`src/rtl/fetch_pc_stage.sv`:
```
// Fetch stage of the pipelined RV32I core.
// It holds the program counter and picks the next PC from the execute-stage
// redirect, the hazard-unit stall, or sequential PC+4.
// It also holds the IF/ID pipeline register.
// Optional build macro: FETCH_REDIRECT_CNT_EN adds a saturating counter of
// taken redirects on RedirectCnt. Without the macro that port is tied to zero.
module fetch_pc_stage #(
    parameter int                    DATA_WIDTH = 32,
    parameter logic [DATA_WIDTH-1:0] RESET_PC   = 32'h0000_0000,
    parameter logic [DATA_WIDTH-1:0] NOP_INSTR  = 32'h0000_0013
) (
    input  logic                  clk,
    input  logic                  rst,
    input  logic                  PCSrcE,
    input  logic [DATA_WIDTH-1:0] PCTargetE,
    input  logic                  StallF,
    input  logic                  StallD,
    input  logic                  FlushD,
    input  logic [DATA_WIDTH-1:0] InstrF,
    output logic [DATA_WIDTH-1:0] PCF,
    output logic [DATA_WIDTH-1:0] PCPlus4F,
    output logic [DATA_WIDTH-1:0] InstrD,
    output logic [DATA_WIDTH-1:0] PCD,
    output logic [DATA_WIDTH-1:0] PCPlus4D,
    output logic                  ValidD,
    output logic [31:0]           RedirectCnt
);

    localparam logic [DATA_WIDTH-1:0] PC_INC   = DATA_WIDTH'(4);
    localparam logic [DATA_WIDTH-1:0] ZERO_VAL = {DATA_WIDTH{1'b0}};

    logic [DATA_WIDTH-1:0] pc_next;
    logic [DATA_WIDTH-1:0] redirect_pc;
    logic                  kill_decode;

    // Sequential successor; wraps silently at the top of the address space
    assign PCPlus4F    = PCF + PC_INC;
    // Instruction fetch is word aligned, so the low two target bits are dropped
    assign redirect_pc = {PCTargetE[DATA_WIDTH-1:2], 2'b00};
    // A taken redirect squashes the wrong-path instruction held in IF/ID
    assign kill_decode = FlushD | PCSrcE;

    // Next-PC select: a redirect wins over a stall, so a taken branch is not lost
    always_comb begin
        pc_next = PCPlus4F;
        if (PCSrcE) begin
            pc_next = redirect_pc;
        end else if (StallF) begin
            pc_next = PCF;
        end else begin
            pc_next = PCPlus4F;
        end
    end

    // Program counter register; PCF is driven only by this register
    always_ff @(posedge clk or posedge rst) begin
        if (rst) begin
            PCF <= RESET_PC;
        end else begin
            PCF <= pc_next;
        end
    end

    // IF/ID register: flush beats stall, otherwise capture the fetched word
    always_ff @(posedge clk or posedge rst) begin
        if (rst) begin
            InstrD   <= NOP_INSTR;
            PCD      <= ZERO_VAL;
            PCPlus4D <= ZERO_VAL;
            ValidD   <= 1'b0;
        end else if (kill_decode) begin
            InstrD   <= NOP_INSTR;
            PCD      <= ZERO_VAL;
            PCPlus4D <= ZERO_VAL;
            ValidD   <= 1'b0;
        end else if (StallD) begin
            InstrD   <= InstrD;
            PCD      <= PCD;
            PCPlus4D <= PCPlus4D;
            ValidD   <= ValidD;
        end else begin
            InstrD   <= InstrF;
            PCD      <= PCF;
            PCPlus4D <= PCPlus4F;
            ValidD   <= 1'b1;
        end
    end

`ifdef FETCH_REDIRECT_CNT_EN
    logic [31:0] redirect_cnt;

    // Saturating count of taken redirects, stalled cycles included
    always_ff @(posedge clk or posedge rst) begin
        if (rst) begin
            redirect_cnt <= 32'h0000_0000;
        end else if (PCSrcE && (redirect_cnt != 32'hFFFF_FFFF)) begin
            redirect_cnt <= redirect_cnt + 32'h0000_0001;
        end else begin
            redirect_cnt <= redirect_cnt;
        end
    end

    assign RedirectCnt = redirect_cnt;
`else
    assign RedirectCnt = 32'h0000_0000;
`endif

endmodule
```
`config.mk`:
```
export PLATFORM = sky130hd
export DESIGN_NAME = fetch_pc_stage
export DESIGN_NICKNAME = d
export VERILOG_FILES = /design/src/rtl/fetch_pc_stage.sv
export SDC_FILE = /design/constraint.sdc
export NUM_CORES = 1
export LEC_CHECK = 0
export CAP_MARGIN = 0
export CORE_MARGIN = 8
export CORE_UTILIZATION = 42
export CTS_CLUSTER_DIAMETER = 60
export CTS_CLUSTER_SIZE = 25
export DETAILED_ROUTE_END_ITERATION = 6
export PLACE_DENSITY = 0.8
export SYNTH_ARGS = -nofsm -noshare
export SYNTH_HDL_FRONTEND = slang
export SYNTH_SLANG_ARGS = --single-unit
```
`constraint.sdc`:
```
create_clock -name clk -period 4.7 [get_ports clk]
set_input_delay 0.94 -clock clk [delete_from_list [all_inputs] [get_ports clk]]
set_output_delay 0.94 -clock clk [all_outputs]
set_load 0.02 [all_outputs]
```
## Word-level counts from Yosys, hierarchy flattened

Cells that the tools add are included.

| word-level totals | value |
|---|---|
| register bits | 129 |

| cells by class | value |
|---|---|
| multiplexer cells | 10 |
| add/subtract/negate cells | 1 |
| bitwise gates (word level) | 1 |
| eq/ne operators | 2 |

Operators with widths:

| operator | count |
|---|---|
| $mux 32 | 8 |
| $add 32x3->32 const B | 1 |
| $mux 1 | 2 |
| $ne 2x1->1 const B | 1 |
| $ne 2x2->1 const B | 1 |
| $or 1x1->1 | 1 |

## Depth between registers and ports, before layout

| depth | value |
|---|---|
| depth after elaboration | 3 |
| depth in mapped cells | 8 |

## Worst setup path before layout

Ideal clock, no wire load.

| timing path | value |
|---|---|
| kind | flip-flop to output port |
| start | register PCF[15] |
| end | output PCPlus4F[25] |
| path slack | 1862 ps |
| arrival | 1898 ps |
| required time | 3760 ps |
| cell stages (with the launch flop) | 6 |
| cell sequence | dfrtp_1 > buf_2 > nand3_4 > or3_4 > nor4b_4 > xor2_1 |

| between the ends | value |
|---|---|
| cells in the longest elaborated chain, start to end | 1 |

Ends and longest elaborated chain:

| element | RTL line | source |
|---|---|---|
| start: declaration | 20 | `output logic [DATA_WIDTH-1:0] PCF,` |
| start signal: assignment | 60 | `PCF <= pc_next;` |
| $add 32x3->32 | 37 | `assign PCPlus4F = PCF + PC_INC;` |
| end: declaration | 21 | `output logic [DATA_WIDTH-1:0] PCPlus4F,` |

No other way between the ends.

## Worst setup path after layout

| timing path | value |
|---|---|
| start | register PCF[2] |
| end | output PCPlus4F[26] |

Same word-level chain as after synthesis.

==> results.sh <==
export IMPL_layout_nets=797
export IMPL_power_ir_vdd_worst_uv=229
export IMPL_worst_path_most_repeated_cell="nand3_1"
export IMPL_result_of_the_run="completed"
export IMPL_totalPowerFinal_w=0.00296
export IMPL_timing_max_cap_violations=0
export IMPL_non_filler_cells_in_the_finished_layout=919
export IMPL_flow_area_growth_from_synthesis_pct=45.8
export IMPL_path_buf_inv=2
export IMPL_h_tree_depth=4
export IMPL_reg2reg_to="PCF[22]"
export IMPL_top_level_ports=263
export IMPL_hold_path_class="register to register"
export IMPL_reg2reg_from="PCF[2]"
export IMPL_finalMaxSlewViolations=0
export IMPL_fmaxAchievable_ghz=0.248
export IMPL_max_slew_worst_pin_slew_ns=0.999
export IMPL_grt_ovfl_total=0
export IMPL_top_family_by_delay_on_critical_path="buffers and inverters"
export IMPL_cpPeakStageDelay_ns=0.66
export IMPL_starting_density_of_the_core=0.427
export IMPL_final_layout_size_suffix_gt1_frac=0.0812
export IMPL_routed_wirelength_um=18700
export IMPL_n_antenna_cell=0
export IMPL_die_height_um=135
export IMPL_postSynthCellCount=526
export IMPL_placement_io_buffers=220
export IMPL_clk_latency_ns=0.42
export IMPL_grt_start_max_net_pins=90
export IMPL_setup_reg_to_reg_worst_slack_ns=2.20
export IMPL_worst_endpoint_required_ns=3.76
export IMPL_post_synth_num_cell_types=43
export IMPL_cts_made_buffers=17
export IMPL_synth_warnings=0
export IMPL_worstHoldEndpoint="PCD[21]"
export IMPL_routedWlPerCell_um=20.4
export IMPL_antenna_violations_before_repair=0
export IMPL_cpMaxStageDelayCell="clkdlybuf4s50_1"
export IMPL_placeableCoreArea_mm2=0.0138
export IMPL_drt_iter0_drc=321
export IMPL_ant_nets=0
export IMPL_timing_final_crit_period_ns=4.04
export IMPL_vias_in_the_first_global_route=5048
export IMPL_worstPathMaxFanout=8
export IMPL_slew_headroom=0.334
export IMPL_reg2reg_depth=6
export IMPL_cts_hold_repair_buffers=0
export IMPL_crit_type="register to primary output"
export IMPL_p_leak_nw=3.71
export IMPL_via_count=4845
export IMPL_placementRows=43
export IMPL_final_min_period_over_clock_period=0.859
export IMPL_detail_route_first_pass_iterations=4
export IMPL_met3_usage=0.0654
export IMPL_power_per_cell_area_mw_per_mm2=344
export IMPL_crit_arrival_ns=3.10
export IMPL_root_buffer="clkbuf_16"
export IMPL_cts_path_max_buffers=2
export IMPL_endpoint_kind="primary output"
export IMPL_rsz_0062_raised_after_global_routing="false"
export IMPL_drc=0
export IMPL_dp_final_hpwl_um=13700
export IMPL_tritoncts_clock_tree="done"
export IMPL_clk_pin_slew_worst_paths_ns=0.06
export IMPL_setup_worst_path_start_class="register"
export IMPL_tns_ns=0
export IMPL_mappedNetlistArea_mm2=0.00591
export IMPL_skew_ns=0.0108
export IMPL_crit_path_cell_trace="ha_1 > nand3_1 > nor3_2 > buf_4 > nand3_1 > xnor2_1 > clkdlybuf4s50_1"
export IMPL_filler_cell_count=1036
export IMPL_hold_path_startpoint="PCD[21]"
export IMPL_synth_seq_cells=123
export IMPL_die_w_um=135
export IMPL_synth_area_per_cell_um2=11.2
export IMPL_routabilityCongestion=0.796
export IMPL_cts_sinks=123
export IMPL_use_met1=0.253
export IMPL_wire_length_of_the_first_global_routing_pass_um=29100
export IMPL_fin_area_mm2=0.00862
export IMPL_post_dp_cell_area_mm2=0.00805
export IMPL_busiest_layer="met2"
export IMPL_hold_violations=0
export IMPL_floorplan_die_area_mm2=0.0181
export IMPL_cell_count_of_the_worst_hold_path=2
export IMPL_synth_yosys_seq_area_share=0.521
export IMPL_setup_viol=0
export IMPL_post_cts_repair_setup_buffers=0
export IMPL_routed_via_density=5.27
export IMPL_post_cts_resize_count=0
export IMPL_use_met2=0.334
export IMPL_dpl_cell_count=887
export IMPL_tot_gr_track_use=0.206
==> area by class of cell <==
| cell class | count | area [µm²] | area share |
|---|---|---|---|
| Tap cell | 180 | 225 | 0.0261 |
| Multi-Input combinational cell | 354 | 2470 | 0.287 |
| Sequential cell | 123 | 3080 | 0.358 |
| Inverter | 4 | 17.5 | 0.00203 |
| Clock inverter | 10 | 92.6 | 0.0107 |
| Timing Repair Buffer | 226 | 2250 | 0.262 |
| Clock buffer | 22 | 474 | 0.0550 |
==> cells by family after synthesis <==
family                     count (synthesis)  synth area share
other                                      1          0.000634
DFF                                      123             0.521
buffers and inverters                     88            0.0868
muxes                                      1           0.00169
and+or+nand+nor                          132             0.142
AOI/OAI and AO/OA                        123             0.161
adders and majority gates                  1           0.00212
xor gates and xnor gates                  57            0.0845
==> state kept, by name (all words and copies together) (netlist names) <==
signal / flops
InstrD: 32
PCD: 30
PCF: 30
PCPlus4D: 30
ValidD: 1
==> how the worst max path moves through the flow <==
| stage | start | end | slack [ns] | cells after the start |
|---|---|---|---|---|
| 3_5_place_dp | PCF[2] | PCPlus4F[30] | 1.05 | 6 |
| 4_1_cts | PCF[2] | PCPlus4F[30] | 0.60 | 6 |
| 2_1_floorplan | rst | InstrD[10] | 0.49 | 1 |
| 6_report | PCF[2] | PCPlus4F[26] | 0.66 | 7 |
| 5_1_grt | PCF[2] | PCPlus4F[26] | 0.47 | 7 |
| 3_3_place_gp | PCF[10] | PCPlus4F[29] | 1.10 | 5 |
==> synth_stat cells <==
library cell / count / share of area
or3_4: 1 / 0.0019
conb_1: 1 / 0.00063
dfstp_2: 3 / 0.013
buf_1: 5 / 0.0032
nor4_4: 4 / 0.014
and4_4: 1 / 0.0019
xnor2_1: 22 / 0.033
nor3_1: 9 / 0.0076
nand3_4: 4 / 0.012
and2_1: 2 / 0.0021
and4_1: 1 / 0.0015
nor3_2: 1 / 0.0017
clkbuf_2: 2 / 0.0017
nor4_1: 1 / 0.0011
o22a_1: 3 / 0.0044
nand4_4: 1 / 0.0036
nand4b_1: 3 / 0.0044
buf_4: 41 / 0.052
or2_2: 1 / 0.0011
and3_1: 4 / 0.0042
nand3_1: 25 / 0.021
and3_2: 1 / 0.0013
nor4b_2: 1 / 0.0025
nor4b_4: 2 / 0.0080
o21ai_0: 25 / 0.021
a21boi_0: 1 / 0.0013
nand4_1: 10 / 0.011
nand2_1: 42 / 0.027
o21ai_1: 8 / 0.0068
nor2b_1: 1 / 0.0011
or2_1: 1 / 0.0011
inv_1: 4 / 0.0025
nor3b_1: 1 / 0.0013
buf_6: 2 / 0.0038
or3_1: 3 / 0.0032
nor2_1: 12 / 0.0076
ha_1: 1 / 0.0021
clkbuf_1: 25 / 0.016
dfrtp_1: 120 / 0.51
buf_2: 9 / 0.0076
a22o_1: 86 / 0.13
xor2_1: 35 / 0.052
mux2i_1: 1 / 0.0017
==> power by group <==
group	total, W	internal (W)	switching [W]
sequential	0.00119	0.00111	0.0000803
clock	0.00124	0.000767	0.000469
combinational	0.000536	0.000242	0.000293
==> cell usage in the layout, fill, tap and decap left out, types with 5 or more instances in the layout <==
cell | Yosys | routed
o21ai_0 | 25 | 25
nor3_1 | 9 | 8
nand2_1 | 42 | 42
nand3_1 | 25 | 25
o21ai_1 | 8 | 8
dfrtp_1 | 120 | 120
xnor2_1 | 22 | 22
xor2_1 | 35 | 35
a22o_1 | 86 | 86
buf_4 | 41 | 5
clkbuf_16 | 0 | 17
nor2_1 | 12 | 12
clkdlybuf4s50_1 | 0 | 219
nand4_1 | 10 | 10
conb_1 | 1 | 40
==> metrics by stage <==
step,utilization,hold WS (ns),worst slack [ns]
floorplan,-,0.590,0.494
global placement,0.582,0.465,1.10
detailed placement,0.582,0.469,1.05
CTS,0.623,0.482,0.602
global route,0.623,0.507,0.468
finish,0.623,0.476,0.661
==> tightest hold or removal path, stage by stage, from the launching register on <==
cell	delay (ns)
dfrtp_1	0.34
nand2_1	0.04
o21ai_0	0.05
==> per-layer routing <==
metal	wire length, µm	part of all wire
met5	0	0
met3	1570	0.084
met1	7800	0.42
met2	9120	0.49
met4	253	0.014
No activity file was read; power rests on OpenSTA's default activity.
